**src/rtl/mem_stream_loader_pkg.sv**
```systemverilog
// mem_stream_loader_pkg: shared FSM state encoding and stream header geometry
package mem_stream_loader_pkg;

    typedef enum logic [2:0] {
        S_ADDR,
        S_CNT,
        S_DATA,
        S_CHK,
        S_DONE,
        S_ERR
    } state_e;

    localparam int HDR_ADDR_BYTES = 4;
    localparam int HDR_CNT_BYTES  = 2;

endpackage

```
**src/rtl/mem_stream_loader_byte_assembler.sv**
```systemverilog
// byte_assembler: packs little-endian bytes into 32-bit words, flags the 4th byte
module byte_assembler (
    input  logic        clk,
    input  logic        rst,
    input  logic        byte_valid_i,
    input  logic [7:0]  byte_i,
    output logic        word_valid_o,
    output logic [31:0] word_o
);

    logic [23:0] sr_q, sr_d;
    logic [1:0]  cnt_q, cnt_d;

    // Shift new bytes in from the top so the first byte of a word lands in bits 7:0
    always_comb begin
        sr_d         = byte_valid_i ? {byte_i, sr_q[23:8]} : sr_q;
        cnt_d        = byte_valid_i ? cnt_q + 2'd1 : cnt_q;
        word_valid_o = byte_valid_i && (cnt_q == 2'd3);
        word_o       = {byte_i, sr_q};
    end

    // Assembly state register with synchronous active-low reset
    always_ff @(posedge clk) begin
        if (!rst) begin
            sr_q  <= '0;
            cnt_q <= '0;
        end else begin
            sr_q  <= sr_d;
            cnt_q <= cnt_d;
        end
    end

endmodule

```
**src/rtl/mem_stream_loader.sv**
```systemverilog
// mem_stream_loader: parses a BASE/COUNT/data/CHK byte stream into memory word writes
module mem_stream_loader
    import mem_stream_loader_pkg::*;
#(
    parameter int MEM_WORDS = 1024,
    parameter int AW        = 32
) (
    input  logic          clk,
    input  logic          rst,
    input  logic          in_valid,
    input  logic [7:0]    in_data,
    output logic          in_ready,
    output logic          mem_we,
    output logic [AW-1:0] mem_addr,
    output logic [31:0]   mem_wdata,
    output logic          cpu_rst,
    output logic          done,
    output logic          error
);

    state_e        state_q, state_d;
    logic [2:0]    hdr_q, hdr_d;
    logic [31:0]   base_q, base_d;
    logic [15:0]   cnt_q, cnt_d;
    logic [15:0]   wcnt_q, wcnt_d;
    logic [7:0]    chk_q, chk_d;
    logic          we_q, we_d;
    logic [AW-1:0] addr_q, addr_d;
    logic [31:0]   wdata_q, wdata_d;

    logic          accept;
    logic [15:0]   cnt_full;
    logic          hdr_ok;
    logic          word_valid;
    logic [31:0]   word;

    assign in_ready  = (state_q == S_ADDR) || (state_q == S_CNT) ||
                       (state_q == S_DATA) || (state_q == S_CHK);
    assign accept    = in_valid && in_ready;
    assign cnt_full  = {in_data, cnt_q[15:8]};
    assign hdr_ok    = (base_q[1:0] == 2'b00) &&
                       ({3'b000, base_q[31:2]} + {17'd0, cnt_full} <= 33'(MEM_WORDS));
    assign mem_we    = we_q;
    assign mem_addr  = addr_q;
    assign mem_wdata = wdata_q;
    assign done      = (state_q == S_DONE);
    assign error     = (state_q == S_ERR);
    assign cpu_rst   = (state_q == S_DONE);

    byte_assembler u_asm (
        .clk          (clk),
        .rst          (rst),
        .byte_valid_i (accept && (state_q == S_DATA)),
        .byte_i       (in_data),
        .word_valid_o (word_valid),
        .word_o       (word)
    );

    // Next-state: header capture and validation, word write issue, checksum decision
    always_comb begin
        state_d = state_q;
        hdr_d   = hdr_q;
        base_d  = base_q;
        cnt_d   = cnt_q;
        wcnt_d  = wcnt_q;
        chk_d   = chk_q;
        we_d    = 1'b0;
        addr_d  = addr_q;
        wdata_d = wdata_q;
        case (state_q)
            S_ADDR: if (accept) begin
                base_d = {in_data, base_q[31:8]};
                chk_d  = chk_q ^ in_data;
                hdr_d  = hdr_q + 3'd1;
                if (hdr_q == 3'(HDR_ADDR_BYTES - 1)) begin
                    hdr_d   = '0;
                    state_d = S_CNT;
                end
            end
            S_CNT: if (accept) begin
                cnt_d = cnt_full;
                chk_d = chk_q ^ in_data;
                hdr_d = hdr_q + 3'd1;
                if (hdr_q == 3'(HDR_CNT_BYTES - 1)) begin
                    hdr_d   = '0;
                    state_d = !hdr_ok ? S_ERR : (cnt_full == 16'd0) ? S_CHK : S_DATA;
                end
            end
            S_DATA: if (accept) begin
                chk_d = chk_q ^ in_data;
                if (word_valid) begin
                    we_d    = 1'b1;
                    wdata_d = word;
                    addr_d  = AW'(base_q) + AW'({wcnt_q, 2'b00});
                    wcnt_d  = wcnt_q + 16'd1;
                    if (wcnt_q == cnt_q - 16'd1) state_d = S_CHK;
                end
            end
            S_CHK: if (accept) state_d = (in_data == chk_q) ? S_DONE : S_ERR;
            default: state_d = state_q;
        endcase
    end

    // State and datapath registers; reset aborts any pending write
    always_ff @(posedge clk) begin
        if (!rst) begin
            state_q <= S_ADDR;
            hdr_q   <= '0;
            base_q  <= '0;
            cnt_q   <= '0;
            wcnt_q  <= '0;
            chk_q   <= '0;
            we_q    <= 1'b0;
            addr_q  <= '0;
            wdata_q <= '0;
        end else begin
            state_q <= state_d;
            hdr_q   <= hdr_d;
            base_q  <= base_d;
            cnt_q   <= cnt_d;
            wcnt_q  <= wcnt_d;
            chk_q   <= chk_d;
            we_q    <= we_d;
            addr_q  <= addr_d;
            wdata_q <= wdata_d;
        end
    end

endmodule

```
**config.mk**
```make
export PLATFORM = sky130hd
export DESIGN_NAME = mem_stream_loader
export DESIGN_NICKNAME = d
export VERILOG_FILES = /design/src/rtl/mem_stream_loader_pkg.sv /design/src/rtl/mem_stream_loader_byte_assembler.sv /design/src/rtl/mem_stream_loader.sv
export SDC_FILE = /design/constraint.sdc
export NUM_CORES = 1
export LEC_CHECK = 0
export BUFFER_PORTS_ARGS = -buffer_cell sky130_fd_sc_hd__buf_2
export CAP_MARGIN = 20
export CORE_MARGIN = 5
export CORE_UTILIZATION = 45
export DETAILED_ROUTE_END_ITERATION = 6
export GPL_ROUTABILITY_DRIVEN = 1
export PLACE_DENSITY = 0.65
export SLEW_MARGIN = 15
export SYNTH_ARGS = -nofsm -noshare
export SYNTH_HDL_FRONTEND = slang
export SYNTH_SLANG_ARGS = --single-unit
```
**constraint.sdc**
```tcl
create_clock -name clk -period 2.88 [get_ports clk]
set_input_delay 0.432 -clock clk [delete_from_list [all_inputs] [get_ports clk]]
set_output_delay 0.432 -clock clk [all_outputs]
set_load 0.03 [all_outputs]
```
; After elaboration in Yosys (flattened, before gate mapping)
; Cells that the tools add are included.
[word_totals]
regBits = 169
latchBits = 0
ram_bits = 0
mem_bits_ro = 0
in_bits = 11
elab_cells = 75
memories = 0
[op_classes]
add_sub_neg = 6
n_mul = 0
n_div = 0
n_lt_le_gt_ge = 1
n_eq_ne = 18
shift = 0
mux = 18
bitwise = 1
n_reduce_logical = 20
[op_table]
columns = op, n
row1 = $mux W3, 13
row2 = $add A32 B18 Y32, 1
row3 = $add A30 B16 Y31, 1
row4 = $le A31 B11 Y1 const B, 1
row5 = $add A16 B1 Y16 const B, 1
row6 = $eq A16 B16 Y1, 1
row7 = $logic_not A16 Y1, 1
row8 = $sub A16 B1 Y16 const B, 1
row9 = $pmux W3 S4, 1
row10 = $eq A3 B2 Y1 const B, 3
row11 = $reduce_and A3 Y1, 3
row12 = $reduce_and A9 Y1, 1
row13 = $eq A8 B8 Y1, 1
row14 = $ne A2 B1 Y1 const B, 4
row15 = $ne A2 B2 Y1 const B, 4
row16 = $xor A8 B8 Y8, 1
row17 = $eq A3 B1 Y1 const B, 2
row18 = $eq A3 B3 Y1 const B, 2
row19 = $pmux W3 S2, 1
row20 = $reduce_and A2 Y1, 3
row21 = $logic_and A1 B1 Y1, 4
row22 = $reduce_bool A4 Y1, 1
row23 = $add A3 B1 Y3 const B, 1
row24 = $logic_not A3 Y1, 1
row25 = other kinds (7), 11

; Depth between registers and ports, before layout
[logic_depth]
word_depth = 10
ltp_mapped = 12

; Hierarchy
; A second synthesis with hierarchy kept.
[unflattened]
cells_unflattened = 1164
area_unflattened_um2 = 9618.0
[modules_own_cells]
columns = module, n_inst, cells_per_inst, area_each_um2, seq_area_each_um2
row1 = mem_stream_loader, 1, 1071, 8541.9, 2862.7
row2 = byte_assembler, 1, 93, 1076.0, 520.5

; Worst setup path before layout
; Ideal clock, no wire load.
[synth_timing]
path_type = register to register
from = register cnt_q[8]
to = register state_q[1]
arrival_time_ps = 2965
required_time_ps = 2810
slack_ps = -154
stages_incl_launch_ff = 12
path_buffers = 0
period_less_slack_ps = 3034
cell_sequence = dfxtp_1 ha_1 fa_1 a211oi_1 xor2_1 a31oi_1 or3_1 nor4_1 o22ai_1 nand4b_1 or4_1 a21oi_1
[synth_via]
elab_chain_len = 7
elab_cells_between_ends = 11
classes_between = add/sub (2) / order compare (1) / eq/ne (2) / mux (4) / reduce/logical (2)
[synth_lines]
columns = item, line
row1 = from (decl), mem_stream_loader.sv:24  ; logic [15:0] cnt_q, cnt_d;
row2 = from (signal assigned), mem_stream_loader.sv:120  ; cnt_q <= cnt_d;
row3 = $add A30 B16 Y31, mem_stream_loader.sv:42  ; ({3'b000, base_q[31:2]} + {17'd0, cnt_full} <= 33'(MEM_WORDS));
row4 = $le A31 B11 Y1, mem_stream_loader.sv:42
row5 = $logic_and A1 B1 Y1, mem_stream_loader.sv:41  ; assign hdr_ok = (base_q[1:0] == 2'b00) &&
row6 = $mux W3, mem_stream_loader.sv:86  ; state_d = !hdr_ok ? S_ERR : (cnt_full == 16'd0) ? S_CHK : S_DATA;
row7 = $mux W3, mem_stream_loader.sv:84  ; if (hdr_q == 3'(HDR_CNT_BYTES - 1)) begin
row8 = $mux W3, mem_stream_loader.sv:80  ; S_CNT: if (accept) begin
row9 = $pmux W3 S4, mem_stream_loader.sv:70  ; case (state_q)
row10 = to (signal assigned), mem_stream_loader.sv:117  ; state_q <= state_d;
row11 = to (decl), mem_stream_loader.sv:21  ; state_e state_q, state_d;
; Parallel ways exist; a longest one is shown, timed or not. The select of a mux whose other input is x is not followed.
; A chain may end at the register's enable or synchronous reset.

; Final worst setup path
[layout_timing]
from = register base_q[5]
to = register state_q[1]
[layout_via]
elab_chain_len = 7
[layout_lines]
columns = item, line
row1 = from (decl), mem_stream_loader.sv:23  ; logic [31:0] base_q, base_d;
row2 = from (signal assigned), mem_stream_loader.sv:119  ; base_q <= base_d;
row3 = $add A30 B16 Y31, mem_stream_loader.sv:42
row4 = $le A31 B11 Y1, mem_stream_loader.sv:42
row5 = $logic_and A1 B1 Y1, mem_stream_loader.sv:41
row6 = $mux W3, mem_stream_loader.sv:86
row7 = $mux W3, mem_stream_loader.sv:84
row8 = $mux W3, mem_stream_loader.sv:80
row9 = $pmux W3 S4, mem_stream_loader.sv:70
; Every way passes these cells. The select of a mux whose other input is x is not followed.

==> out/metrics.yaml <==
power:
  peakVddDrop_v: 0.000421
  total_power_mw: 5.25
  p_per_area_nw_per_um2: 435
  power.leakage_nw: 4.88
clock_tree:
  htreeDepth: 4
  clk_latency_ns: 0.44
  cts_buffer_depth: 2
  cts.sinks: 169
  clkTransAtPathRegs_ns: 0.08
  cts_root_buf: "clkbuf_16"
  cts_tree: "yes"
  cts_buffers: 17
global_route:
  met3_usage_pct: 3.44
  grt-busiest-layer: "met2"
  grt-ovfl-total: 0
  grt_pass1_vias: 8737
  antenna_found_initial: 0
  use_met2_pct: 38.6
  grt_first_pass_wirelength_um: 45600
  grt_util_all_layers_pct: 23.2
  gr-usage-met1_pct: 31.0
  grt_start_max_net_pins: 72
critical_path:
  critPathSlowestCell: "or4_1"
  r2r_cells: 10
  crit_arrival_ns: 3.48
  rrSetupSlack_ns: -0.22
  crit_chain: "ha_1 -> o211ai_2 -> or3_2 -> a311oi_2 -> a31oi_1 -> nor4_4 -> o22ai_1 -> nand4b_1 -> or4_1 -> a21oi_2"
  required_ns: 3.25
  r2r-start: "base_q[5]"
  critPathMaxStageDelay_ns: 0.55
  start_kind: "flip-flop"
  rr_endpoint: "state_q[1]"
  critPathTopFamily: "simple AND/OR/NAND/NOR gates"
  worstSetupPathType: "flip-flop to flip-flop"
  endpoint_kind: "flip-flop"
  critPathMaxFanout: 4
  cp.buffers_inverters: 0
logic_synthesis:
  ys_ff_latch: 169
  synth_edf_count: 0
  syn_area_um2: 9550
  syn_avg_cell_area_um2: 7.84
  synth_ff_type: "dfxtp_1"
  synth.most_common_cell: "nand2_1"
  ys.warnings.count: 0
  yosysTopAreaCell: "dfxtp_1"
  synth_cell_type_count: 63
  yosysTopAreaCellShare_pct: 35.4
  ys_seq_area_share_pct: 35.4
  synth_common_cells: "nand2_1 (290), dfxtp_1 (169), a21boi_0 (120), clkbuf_1 (78), xnor2_1 (53)"
  synthCells: 1219
  synth_nets: 1272
  synth_area_leaders: "dfxtp_1 (35%), nand2_1 (11%), a21boi_0 (9.4%)"
  synth-async-reset-ratio_pct: 0
routing:
  route.final.wire_length_um: 28500
  drc: 0
  drt-initial-drc-count: 563
  vias: 9142
  vias_per_cell: 5.45
  drt_first_pass_iters: 5
  detail-route-antenna-nets: 0
  wl_per_cell_um: 17.0
sta:
  fmax_ghz: 0.322
  slew_headroom_pct: 58.5
  worstMarginPinSlew_ns: 0.623
  rsz0062_at_grt: "yes"
  post-route-period-util_pct: 108
  final-setup-viol-count: 3
  slew_viol_final: 0
  layout_min_cycle_time_ns: 3.10
  final.setup.tns_ns: -0.414
  setup_slack_ns: -0.225
  fin_skew_ns: 0.0121
  hold_violations: 0
finish:
  diodes: 0
  final_nets: 1441
  stdcell_count: 1676
  postLayoutCoreUtil_pct: 57.6
  area_delta_synth_final_pct: 26.4
  ff_latch_area_um2: 3390
  multiInputGateArea_um2: 6060
  fillCellCount: 1996
  drive_gt1_share_pct: 23.2
place:
  routabilityCongestion: 0.964
  dp_cells: 1640
  hpwl_um: 20700
  portBuffers: 79
status:
  failed_checks: "negative setup slack"
  outcome: "finished, violations left"
hold_path:
  whs_endpoint: "state_q[2]"
  whs_path_depth: 4
  hold_class: "input port to flip-flop"
  hp-start: "in_valid"
flow_run:
  cap_viol_max_count: 0
floorplanning:
  start_util_pct: 45.6
  num_rows: 53
  die_area_um2: 24200
  ios: 80
  die_w_um: 156
  core-area_um2: 21000
  die_h_um: 156
## area by class of cell
type / instances / share of cell area, %
sequential: 169 / 28.1
clock inverter: 15 / 1.45
clock buffer: 17 / 3.52
multi-input combinational: 944 / 50.2
tap: 275 / 2.85
timing repair buffer: 236 / 13.3
inverter: 20 / 0.622
## worst max-delay path by stage
stage	end	startpoint	cells past startpoint
after floorplan	state_q[1]	cnt_q[8]	11
after detailed placement	state_q[1]	in_data[4]	11
final	state_q[1]	base_q[5]	10
after global routing	state_q[1]	base_q[5]	10
after CTS	state_q[1]	cnt_q[8]	11
after global placement	state_q[1]	in_data[4]	11
## metrics by stage
| stage | worst slack [ns] | hold WS, ns | cell area (um2) |
|---|---|---|---|
| floorplan | 0.00481 | 0.441 | 9610 |
| global placement | -0.298 | 0.448 | 11200 |
| detailed placement | -0.392 | 0.454 | 11200 |
| CTS | -0.194 | 0.423 | 11900 |
| global route | -0.337 | 0.447 | 12100 |
| finish | -0.225 | 0.434 | 12100 |
## flip-flops by register name, indices dropped and copies added (netlist names)
name / count
state_q: 3
wcnt_q: 16
mem_wdata: 32
u_asm.sr_q: 24
chk_q: 8
hdr_q: 3
mem_we: 1
mem_addr: 32
base_q: 32
cnt_q: 16
u_asm.cnt_q: 2
## per-layer routing
layer  share of wire, %  wire length (um)  vias to the layer above
li1                   -                 -                     4576
met1                 45             12900                     4284
met2                 47             13400                      224
met3                4.5              1300                       58
met4                3.0               853                        0
met5                  0                 0                        -
## worst reg2reg max path, stage by stage, from the launching register on
cell and delay (ns):
dfxtp_1 0.33, ha_1 0.33, o211ai_2 0.13, or3_2 0.51, a311oi_2 0.25, a31oi_1 0.12
nor4_4 0.34, o22ai_1 0.14, nand4b_1 0.23, or4_1 0.55, a21oi_2 0.13
## where the power goes
part           total (mW)  internal [mW]  switching, mW
logic               0.535          0.231          0.304
registers            2.41           2.37         0.0365
clock network        2.30           1.18           1.13
## what timing repair did
item,CTS,global route
hold buffers,0,0
resized for setup,15,36
endpoints found under the setup margin,8,11
setup buffers,2,4
pin swaps,3,13
## cell usage in the layout (no fill, tap or decap), types with 22 or more instances in the layout
cell type    n
a21oi_1     40
buf_2       78
dfxtp_1    164
nand2_1    289
nor2_1      37
xnor2_1     53
a21boi_0   119
nand4_1     22
and2_1      30
xor2_1      28
ha_1        32
buf_4      155
o21ai_0     48
nand3_1     27
## cells by family after synthesis
logic type               Yosys count  synth area share (%)
AO/OA/AOI/OAI                    316                  22.7
AND/OR/NAND/NOR                  500                  24.0
buffers and inverters            106                  4.31
multiplexers                       5                 0.524
XOR/XNOR                          81                  7.43
flip-flops                       169                  35.4
adder cells (fa/ha/maj)           42                  5.66
(Power assumes the default switching activity.)
